`config.mk`:
```
export PLATFORM = sky130hd
export DESIGN_NAME = regfile_writeback_queue
export DESIGN_NICKNAME = d
export VERILOG_FILES = /design/src/rtl/regfile_pkg.sv /design/src/rtl/wb_bypass_match.sv /design/src/rtl/regfile_writeback_queue.sv
export SDC_FILE = /design/constraint.sdc
export NUM_CORES = 1
export LEC_CHECK = 0
export ABC_AREA = 1
export CAP_MARGIN = 20
export CORE_MARGIN = 8
export CORE_UTILIZATION = 50
export CTS_CLUSTER_DIAMETER = 40
export CTS_CLUSTER_SIZE = 12
export DETAILED_ROUTE_END_ITERATION = 6
export MAX_ROUTING_LAYER = met4
export PLACE_DENSITY_LB_ADDON = 0.05
export SYNTH_ARGS = -nofsm -noshare
export SYNTH_HDL_FRONTEND = slang
export SYNTH_SLANG_ARGS = --single-unit
```
`constraint.sdc`:
```
create_clock -name clock -period 7.7 [get_ports clock]
set_clock_uncertainty 0.1 [all_clocks]
set_input_delay 1.155 -clock clock [delete_from_list [all_inputs] [get_ports clock]]
set_output_delay 1.155 -clock clock [all_outputs]
set_load 0.1 [all_outputs]
```
`src/rtl/regfile_pkg.sv`:
```
// Shared register-file types and widths, used by the writeback queue, the register file and decode.
package regfile_pkg;
   localparam int        REG_ADDR_W = 5;
   localparam int        REG_DATA_W = 32;
   localparam logic [4:0] REG_ZERO  = 5'd0;

   typedef struct packed {
      logic [REG_ADDR_W-1:0] wreg;
      logic [REG_DATA_W-1:0] data;
   } wb_entry_t;
endpackage

```
`src/rtl/wb_bypass_match.sv`:
```
// Youngest-match search over the queued writes plus the write currently on the port.
// Purely combinational; index 0 never hits.
module wb_bypass_match
   import regfile_pkg::*;
#(
   parameter int DEPTH  = 4,
   parameter int DATA_W = REG_DATA_W,
   parameter int ADDR_W = REG_ADDR_W
) (
   input  logic [ADDR_W-1:0]          i_addr,
   input  logic [ADDR_W-1:0]          i_reg_q [DEPTH],
   input  logic [DATA_W-1:0]          i_dat_q [DEPTH],
   input  logic [$clog2(DEPTH)-1:0]   i_head,
   input  logic [$clog2(DEPTH):0]     i_count,
   input  logic                       i_out_vld,
   input  logic [ADDR_W-1:0]          i_out_reg,
   input  logic [DATA_W-1:0]          i_out_dat,
   output logic                       o_hit,
   output logic [DATA_W-1:0]          o_dat
);
   localparam int PW = $clog2(DEPTH);
   localparam int CW = PW + 1;

   logic [PW-1:0] w_idx;

   // The port write is older than every queued entry, so it is checked first and
   // each later (younger) queued match overrides it.
   always_comb begin
      o_hit = 1'b0;
      o_dat = '0;
      w_idx = '0;
      if (i_out_vld && (i_out_reg == i_addr)) begin
         o_hit = 1'b1;
         o_dat = i_out_dat;
      end
      for (int i = 0; i < DEPTH; i++) begin
         w_idx = i_head + PW'(i);
         if ((CW'(i) < i_count) && (i_reg_q[w_idx] == i_addr)) begin
            o_hit = 1'b1;
            o_dat = i_dat_q[w_idx];
         end
      end
      if (i_addr == ADDR_W'(REG_ZERO)) begin
         o_hit = 1'b0;
         o_dat = '0;
      end
   end
endmodule

```
`src/rtl/regfile_writeback_queue.sv`:
```
// FIFO between multi-cycle units and the single register-file write port; WB_BYPASS_EN adds decode forwarding.
// Push-to-write latency 1 cycle; in_ready=!full (no same-cycle pop credit); wr_stall holds the head.
module regfile_writeback_queue
   import regfile_pkg::*;
#(
   parameter int DEPTH  = 4,
   parameter int DATA_W = REG_DATA_W,
   parameter int ADDR_W = REG_ADDR_W
) (
   input  logic                       clock,
   input  logic                       reset,
   input  logic                       in_valid,
   output logic                       in_ready,
   input  logic [ADDR_W-1:0]          in_reg,
   input  logic [DATA_W-1:0]          in_data,
   input  logic                       flush,
   input  logic                       wr_stall,
   output logic                       regWrite,
   output logic [ADDR_W-1:0]          writeRegister,
   output logic [DATA_W-1:0]          writeData,
   output logic [$clog2(DEPTH):0]     count
`ifdef WB_BYPASS_EN
   ,
   input  logic [ADDR_W-1:0]          register1,
   input  logic [ADDR_W-1:0]          register2,
   output logic                       hit1,
   output logic                       hit2,
   output logic [DATA_W-1:0]          fwdData1,
   output logic [DATA_W-1:0]          fwdData2
`endif
);
   localparam int             PW   = $clog2(DEPTH);
   localparam int             CW   = PW + 1;
   localparam logic [CW-1:0]  FULL = CW'(DEPTH);

   logic [ADDR_W-1:0] r_reg_q [DEPTH];
   logic [DATA_W-1:0] r_dat_q [DEPTH];
   logic [PW-1:0]     r_head;
   logic [PW-1:0]     r_tail;
   logic [CW-1:0]     r_count;
   logic              r_wr_en;
   logic [ADDR_W-1:0] r_wr_reg;
   logic [DATA_W-1:0] r_wr_dat;
   logic              w_push;
   logic              w_pop;

   assign in_ready = (r_count != FULL);
   // Writes to $zero are handshaken normally but never occupy an entry.
   assign w_push   = in_valid & in_ready & ~flush & (in_reg != ADDR_W'(REG_ZERO));
   assign w_pop    = (r_count != '0) & ~wr_stall & ~flush;

   always_ff @(posedge clock) begin
      if (w_push) begin
         r_reg_q[r_tail] <= in_reg;
         r_dat_q[r_tail] <= in_data;
      end
   end

   always_ff @(posedge clock) begin
      if (reset) begin
         r_head   <= '0;
         r_tail   <= '0;
         r_count  <= '0;
         r_wr_en  <= 1'b0;
         r_wr_reg <= '0;
         r_wr_dat <= '0;
      end else if (flush) begin
         r_head   <= '0;
         r_tail   <= '0;
         r_count  <= '0;
         r_wr_en  <= 1'b0;
      end else begin
         if (w_push) begin
            r_tail <= r_tail + 1'b1;
         end
         if (w_pop) begin
            r_head   <= r_head + 1'b1;
            r_wr_reg <= r_reg_q[r_head];
            r_wr_dat <= r_dat_q[r_head];
         end
         r_wr_en <= w_pop;
         r_count <= r_count + CW'(w_push) - CW'(w_pop);
      end
   end

   assign regWrite      = r_wr_en;
   assign writeRegister = r_wr_reg;
   assign writeData     = r_wr_dat;
   assign count         = r_count;

`ifdef WB_BYPASS_EN
   wb_bypass_match #(.DEPTH(DEPTH), .DATA_W(DATA_W), .ADDR_W(ADDR_W)) u_match1 (
      .i_addr    (register1),
      .i_reg_q   (r_reg_q),
      .i_dat_q   (r_dat_q),
      .i_head    (r_head),
      .i_count   (r_count),
      .i_out_vld (r_wr_en),
      .i_out_reg (r_wr_reg),
      .i_out_dat (r_wr_dat),
      .o_hit     (hit1),
      .o_dat     (fwdData1)
   );

   wb_bypass_match #(.DEPTH(DEPTH), .DATA_W(DATA_W), .ADDR_W(ADDR_W)) u_match2 (
      .i_addr    (register2),
      .i_reg_q   (r_reg_q),
      .i_dat_q   (r_dat_q),
      .i_head    (r_head),
      .i_count   (r_count),
      .i_out_vld (r_wr_en),
      .i_out_reg (r_wr_reg),
      .i_out_dat (r_wr_dat),
      .o_hit     (hit2),
      .o_dat     (fwdData2)
   );
`endif
endmodule

```
# == Yosys cells after proc, flatten, opt, wreduce, memory -nomap -nowiden ==
# Memory sizes are Yosys's and may differ from the RTL's. A register that Yosys moved wholly into a read port is not among the register bits.
# Index checks and enable logic that the tools add are counted.
# word_totals
regBits,8
ramBits,148
input_bits,42
output_inout_bits,42
elab_cells,24
n_memories,2
# classes
n_addsub,4
n_eq_ne,1
mux,2
bitwise,7
reduce_logical,4
# memory_table
name,words,width,read_ports,rd_ports_with_merged_regs,wr,line,rtl
r_dat_q,4,32,1,1,1,regfile_writeback_queue.sv:37,logic [DATA_W-1:0] r_dat_q [DEPTH];
r_reg_q,4,5,1,1,1,regfile_writeback_queue.sv:36,logic [ADDR_W-1:0] r_reg_q [DEPTH];
# ops
op,count
bitwise AND 1 bit,5
nonzero test 5 bit,1
"adder 2 x 1 -> 2 bit, second input constant",2
adder 3 x 1 -> 3 bit,1
"inequality test 3 bit, second input constant",1
nonzero test 3 bit,1
subtractor 3 x 1 -> 3 bit,1
2-to-1 mux 1 bit,2
inverter 1 bit,2
AND reduction 2 bit,1
OR reduction 2 bit,1

# == Logic depth before layout (Yosys ltp) ==
# Gate-level depths: netlist (run 1).
# logic_depth
ltp_word,6
depth_mapped,14
ltp_nobuf,14

# == Worst setup path after synthesis (run 1) ==
# No wires, ideal clock.
# synth_path
kind,register to register
from,"register r_count[1], in the netlist count[1]"
to,memory r_dat_q[0][0] (netlist bit) (enable)
setup_time_ns,0.431
t_arrival_ns,3.875
required_ns,7.169
path_slack_ns,3.293
stages_incl_launch_ff,7
path_buffers,0
synth_period_minus_slack_ns,4.407
cell_sequence,dfxtp_1 > nor2_1 > nand2_1 > nand2_1 > nor2_1 > inv_1 > nor2_1
# synth_between
elab_chain_len,6
# synth_lines
item,line,rtl
start: declaration,regfile_writeback_queue.sv:40,logic [CW-1:0] r_count;
start signal: assignment,regfile_writeback_queue.sv:82,r_count <= r_count + CW'(w_push) - CW'(w_pop);
inequality test 3 bit,regfile_writeback_queue.sv:47,assign in_ready = (r_count != FULL);
net in_ready,regfile_writeback_queue.sv:13,"output logic in_ready,"
bitwise AND 1 bit (3 in a row),regfile_writeback_queue.sv:49,assign w_push = in_valid & in_ready & ~flush & (in_reg != ADDR_W'(REG_ZERO));
2-to-1 mux 1 bit,regfile_writeback_queue.sv:53,if (w_push) begin
2-to-1 mux 1 bit (implied by the code),regfile_writeback_queue.sv:55,r_dat_q[r_tail] <= in_data;
end: declaration,regfile_writeback_queue.sv:37,
# The timed path passes the listed nets, and every way through them passes these cells.

# == Worst setup path in the final report (run 1) ==
# layout_path
from,input flush
to,"register r_count[2], in the netlist count[2]"
# layout_between
elab_chain_len,5
word_cells_on_any_way,7
cone_classes,add/sub: 2; bitwise: 4; reduce/logical: 1
# layout_lines
item,line,rtl
start: declaration,regfile_writeback_queue.sv:16,"input logic flush,"
inverter 1 bit (no source line),-,
bitwise AND 1 bit (2 in a row),regfile_writeback_queue.sv:49,
adder 3 x 1 -> 3 bit,regfile_writeback_queue.sv:82,
subtractor 3 x 1 -> 3 bit,regfile_writeback_queue.sv:82,
# Several ways; a longest one is shown, not always the timed one.
# A chain may end at the register's enable or synchronous reset.

==> impl_metrics.py, run 1 <==
metrics = {
    "run_status": {
        "outcome": "finished, final reports clean",
    },
    "pwr": {
        "pwr-share-comb": 0.067,
        "power_frac_clock": 0.380,
        "switchingPower_w": 0.000443,
        "ir_drop_mv": 0.161,
        "power.internal_w": 0.00163,
        "power.density_nw_per_um2": 220,
        "switching_share": 0.214,
        "seq_power_share": 0.553,
        "power_leakage_nw": 3.82,
    },
    "synthesis": {
        "avgSynthCellArea_um2": 10.1,
        "synth_edf_count": 148,
        "synth_flop_cell": "edfxtp_1",
        "syn_nets": 830,
        "ys_warn_count": 0,
        "yosysSeqAreaShare": 0.678,
        "synth_common_cells": "nor2_1 (167), nand2_1 (163), edfxtp_1 (148)",
        "synth_most_common_cell": "nor2_1",
        "synthTopCellsByArea": "edfxtp_1 (56%), dfxtp_1 (11%), nor2_1 (7.9%)",
        "synth_top_area_cell": "edfxtp_1",
        "syn_area_um2": 7890,
        "synth.distinct_cells": 18,
        "synth.top_cell.area_share": 0.563,
        "ys_seq_elements": 193,
        "netlist_instances": 781,
        "async_flop_share": 0,
    },
    "floorplan": {
        "rows": 46,
        "start_util": 0.504,
        "die_x_um": 142,
        "io_pins": 84,
        "die_h_um": 142,
        "coreArea_um2": 15700,
        "dieArea_um2": 20100,
    },
    "routing": {
        "wl_per_cell_um": 14.7,
        "drt-pass1-iter-count": 5,
        "drt_iter0_markers": 330,
        "antenna_left": 0,
        "drc": 0,
        "wirelength_um": 15900,
        "num_vias": 5130,
        "via_per_inst": 4.73,
    },
    "grt": {
        "first_global_vias": 5172,
        "grt_util_all_layers": 0.172,
        "antenna_found_initial": 0,
        "grt_overflow": 0,
        "grt_pass1_wl_um": 26000,
        "grt_max_degree": 78,
    },
    "cells_and_area": {
        "final_nets": 904,
        "drive_gt1_frac": 0.0737,
        "final_cells": 1084,
        "area_growth_pct": 19.6,
        "fillers": 1314,
        "diodes": 0,
        "multiInputGateArea_um2": 2020,
        "regArea_um2": 5350,
    },
    "sta": {
        "fin_crit_sh": 0.544,
        "final_hold_viol_count": 0,
        "drv_slew": 0,
        "max_slew_margin": 0.261,
        "finalSetupViolCount": 0,
        "worst_pin_slew_ns": 1.11,
        "final.min_clock_period_ns": 4.19,
        "fmax_mhz": 239,
        "rsz0062_at_grt": "false",
        "setup_tns_ns": 0,
    },
    "clock_tree": {
        "cts_buffer_depth": 2,
        "post_cts.repair.setup_buffers": 0,
        "cts_buffers": 17,
        "cts-root-buf": "clkbuf_16",
        "cts_num_sinks": 193,
        "cts_tree": "yes",
        "path_clk_slew_ns": 0.06,
        "clk_latency_ns": 0.41,
        "h-tree-depth": 4,
        "cts_resized": 0,
        "postCtsHoldBufs": 0,
    },
    "critical_path": {
        "crit_arrival_ns": 4.39,
        "crit_chain": "clkdlybuf4s50_1, nor2_1, nand2_2, inv_1, buf_16, ha_1, inv_1, ha_1, inv_1, fa_1, xor2_1, inv_1, nor2_1",
        "cp_max_fo": 41,
        "crit_type": "input pin to flop",
        "path_buf_inv": 6,
        "cpMostUsedCell": "inv_1",
        "required_ns": 7.90,
        "cp_slowest_stage_delay_ns": 0.66,
        "critPathTopFamily": "buffers and inverters",
        "crit_slowest_cell": "nand2_2",
        "worstSetupStartpointType": "input pin",
        "critPathCaptureType": "flop",
    },
    "worst_hold_path": {
        "hold_class": "flop to flop",
    },
    "placement": {
        "numPortBuffers": 83,
        "place_congestion": 0.747,
        "hpwl_um": 9000,
        "dp.cells": 1051,
    },
    "job": {
        "cap_violations": 0,
    },
}
sequential cells by signal, summed over array words and instances (netlist names):
register and cells:
r_dat_q 128, writeData 32, r_reg_q 20, writeRegister 5
count 3, r_head 2, r_tail 2, regWrite 1
final cells by class:
type / instances / share of cell area
multi-input cells: 456 / 0.214
clock buffers: 27 / 0.0533
repair buffers: 91 / 0.0965
well taps: 216 / 0.0286
flip-flops and latches: 193 / 0.567
clock inverters: 5 / 0.00292
inverters: 96 / 0.0382
cells in the final DEF (no fill, tap or decap), drive strengths merged, types with 6 or more instances in the layout:
master and n:
buf 8, edfxtp 148, or2 37, inv 96
clkbuf 27, o21ai 37, nand3 40, clkdlybuf4s50 83
nand2 163, nor2 167, ha 6, dfxtp 45
worst min-delay path: cells and delay by family (launching register included):
family | cells | cell delay, ns
DFF | 1 | 0.32
AOI/OAI and AO/OA | 1 | 0.08
and+or+nand+nor | 1 | 0.07
power by group through the flow:
stage	registers [W]	logic [W]	clock network [W]
floorplan	0.00121	0.0000404	0
global placement	0.00117	0.000137	0
detailed placement	0.00117	0.000139	0
CTS	0.00115	0.000139	0.000806
global route	0.00115	0.000150	0.000849
finish	0.00115	0.000138	0.000787
path summary, 6_finish.rpt:
check | from | to | cells past startpoint | slack, ns
setup / recovery | flush | count[2] | 13 | 3.51
hold / removal | writeData[26] | writeData[26] | 2 | 0.41
setup reg to reg | count[1] | count[2] | 13 | 4.15
hold reg to reg | writeData[26] | writeData[26] | 2 | 0.41
metal layers:
metal,wire length [um],global-route usage
met1,7070,0.202
met2,7900,0.286
met3,807,0.0363
met4,161,0.0690
met5,0,-
cell families after synthesis:
kind of cell             Yosys count  synth area share
AO/OA/AOI/OAI                     40            0.0254
XOR/XNOR                           2           0.00222
adder cells (fa/ha/maj)            7            0.0121
buffers and inverters            132            0.0709
flip-flops                       193             0.678
AND/OR/NAND/NOR                  407             0.212
metrics by stage:
stage | hold WS (ns) | util | instance area [um2] | setup slack, ns | power (W)
after floorplan | 0.397 | - | 7890 | 3.29 | 0.00125
after global placement | 0.395 | 0.567 | 8880 | 2.79 | 0.00131
after detailed placement | 0.397 | 0.567 | 8880 | 2.75 | 0.00131
after CTS | 0.418 | 0.601 | 9410 | 3.21 | 0.00209
after global routing | 0.435 | 0.603 | 9440 | 3.20 | 0.00215
final | 0.410 | 0.603 | 9440 | 3.51 | 0.00207
Power figures use the tool's default switching activity.
==> run 2: changes to the inputs <==
clock period = 4.09 ns   (was 7.7 ns; I/O delays follow)
==> impl_metrics.py, run 2 (synthesis gave the netlist of run 1 again) <==
metrics = {
    "grt": {
        "grt_max_degree": 77,
        "grt_pass1_wl_um": 26600,
        "first_global_vias": 5278,
        "grt_util_all_layers": 0.177,
        "antenna_found_initial": 0,
        "grt_overflow": 0,
    },
    "cells_and_area": {
        "final_common_cell": "nor2_1",
        "multiInputGateArea_um2": 2020,
        "regArea_um2": 5350,
        "largest-register": "r_dat_q",
        "final_cells": 1089,
        "fillers": 1309,
        "area_growth_pct": 20.9,
        "drive_gt1_frac": 0.0848,
        "largest_reg_flops": 128,
        "layout_common_cells": "nor2_1 (163), nand2_1 (162), edfxtp_1 (148), inv_1 (95), clkdlybuf4s50_1 (83)",
        "diodes": 0,
        "final_nets": 909,
    },
    "sta": {
        "final_hold_viol_count": 0,
        "final.min_clock_period_ns": 2.91,
        "drv_slew": 0,
        "fin_crit_sh": 0.712,
        "max_slew_margin": 0.343,
        "fin_hold_ws_ns": 0.411,
        "finalSetupViolCount": 0,
        "worst_pin_slew_ns": 0.982,
        "fmax_mhz": 343,
        "rsz0062_at_grt": "false",
        "setup_slack_ns": 1.18,
    },
    "floorplan": {
        "die_h_um": 142,
        "rows": 46,
        "start_util": 0.504,
        "die_x_um": 142,
        "coreArea_um2": 15700,
        "io_pins": 84,
        "dieArea_um2": 20100,
    },
    "critical_path": {
        "critPathCaptureType": "output port",
        "crit_type": "flop to output port",
        "worstSetupStartpointType": "flop",
        "r2r_setup_slack_ns": 1.62,
        "cp_max_fo": 5,
        "required_ns": 3.38,
        "crit_arrival_ns": 2.20,
    },
    "clock_tree": {
        "cts-root-buf": "clkbuf_16",
        "post_cts.repair.setup_buffers": 0,
        "path_clk_slew_ns": 0.07,
        "clk_latency_ns": 0.43,
        "cts_num_sinks": 193,
        "cts_buffers": 17,
        "cts_buffer_depth": 2,
        "cts_tree": "yes",
        "h-tree-depth": 4,
        "cts_resized": 0,
        "postCtsHoldBufs": 0,
    },
    "routing": {
        "wl_per_cell_um": 15.1,
        "via_per_inst": 4.81,
        "drt_iter0_markers": 237,
        "wirelength_um": 16400,
        "drc": 0,
        "num_vias": 5236,
        "drt-pass1-iter-count": 4,
        "antenna_left": 0,
    },
    "placement": {
        "dp.cells": 1055,
        "place_ws_ns": 0.798,
        "numPortBuffers": 83,
        "hpwl_um": 9650,
        "place_congestion": 0.765,
    },
    "pwr": {
        "power.density_nw_per_um2": 425,
        "power_leakage_nw": 3.87,
        "switchingPower_w": 0.000871,
        "seq_power_share": 0.533,
        "power_w": 0.00405,
        "power.internal_w": 0.00318,
        "switching_share": 0.215,
        "ir_drop_mv": 0.304,
        "power_frac_clock": 0.402,
        "pwr-share-comb": 0.065,
    },
    "run_status": {
        "outcome": "finished, final reports clean",
    },
    "worst_hold_path": {
        "hold_class": "flop to flop",
    },
    "job": {
        "cap_violations": 0,
    },
}
==> run 2: changes by cell type in the layout (fill, tap and decap cells not counted) <==
cell	change
clkinv_1	-2
clkinv_2	+3
clkbuf_1	-3
bufinv_16	+2
buf_12	+1
buf_4	+4
clkbuf_8	-3
clkbuf_16	+1
clkinv_4	-1
clkinvlp_4	+3
==> run 2: power by group through the flow <==
stage	combinational [W]	sequential (W)	clock [W]
after floorplan	0.0000761	0.00228	0
after global placement	0.000260	0.00220	0
after detailed placement	0.000264	0.00220	0
after CTS	0.000265	0.00216	0.00166
after global routing	0.000287	0.00216	0.00174
final	0.000265	0.00216	0.00163
==> run 2: per-layer routing <==
layer | up-vias | global-route usage | routed length [um]
li1 | 2620 | - | -
met1 | 2502 | 0.202 | 7030
met2 | 94 | 0.302 | 8470
met3 | 20 | 0.0356 | 634
met4 | 0 | 0.0684 | 273
met5 | - | - | 0
==> run 2: area by class of cell <==
type / instances / share of cell area
tap: 216 / 0.0283
sequential: 193 / 0.561
clock buffer: 22 / 0.0498
clock inverter: 10 / 0.0114
multi-input combinational: 456 / 0.211
timing repair buffer: 96 / 0.101
inverter: 96 / 0.0378
==> run 2: stage by stage <==
stage          utilization  area [um2]  setup TNS (ns)
3_5_place_dp         0.569        8910               0
5_1_grt              0.609        9540               0
4_1_cts              0.606        9490               0
6_report             0.609        9540               0
2_1_floorplan            -        7890          -46.85
3_3_place_gp         0.569        8910               0
==> run 2: path summary, 6_finish.rpt <==
| check | from | to | cells past startpoint |
|---|---|---|---|
| worst min register to register | writeData[25] | writeData[25] | 2 |
| worst min-delay path | writeData[25] | writeData[25] | 2 |
| worst max register to register | count[1] | count[2] | 13 |
| worst max-delay path | count[1] | in_ready | 3 |
==> run 2: worst max-delay path, cell delays in order (launching register included) <==
cell             delay, ns
dfxtp_1               0.43
nor2_1                0.11
nand2_1               0.09
clkdlybuf4s50_1       1.14
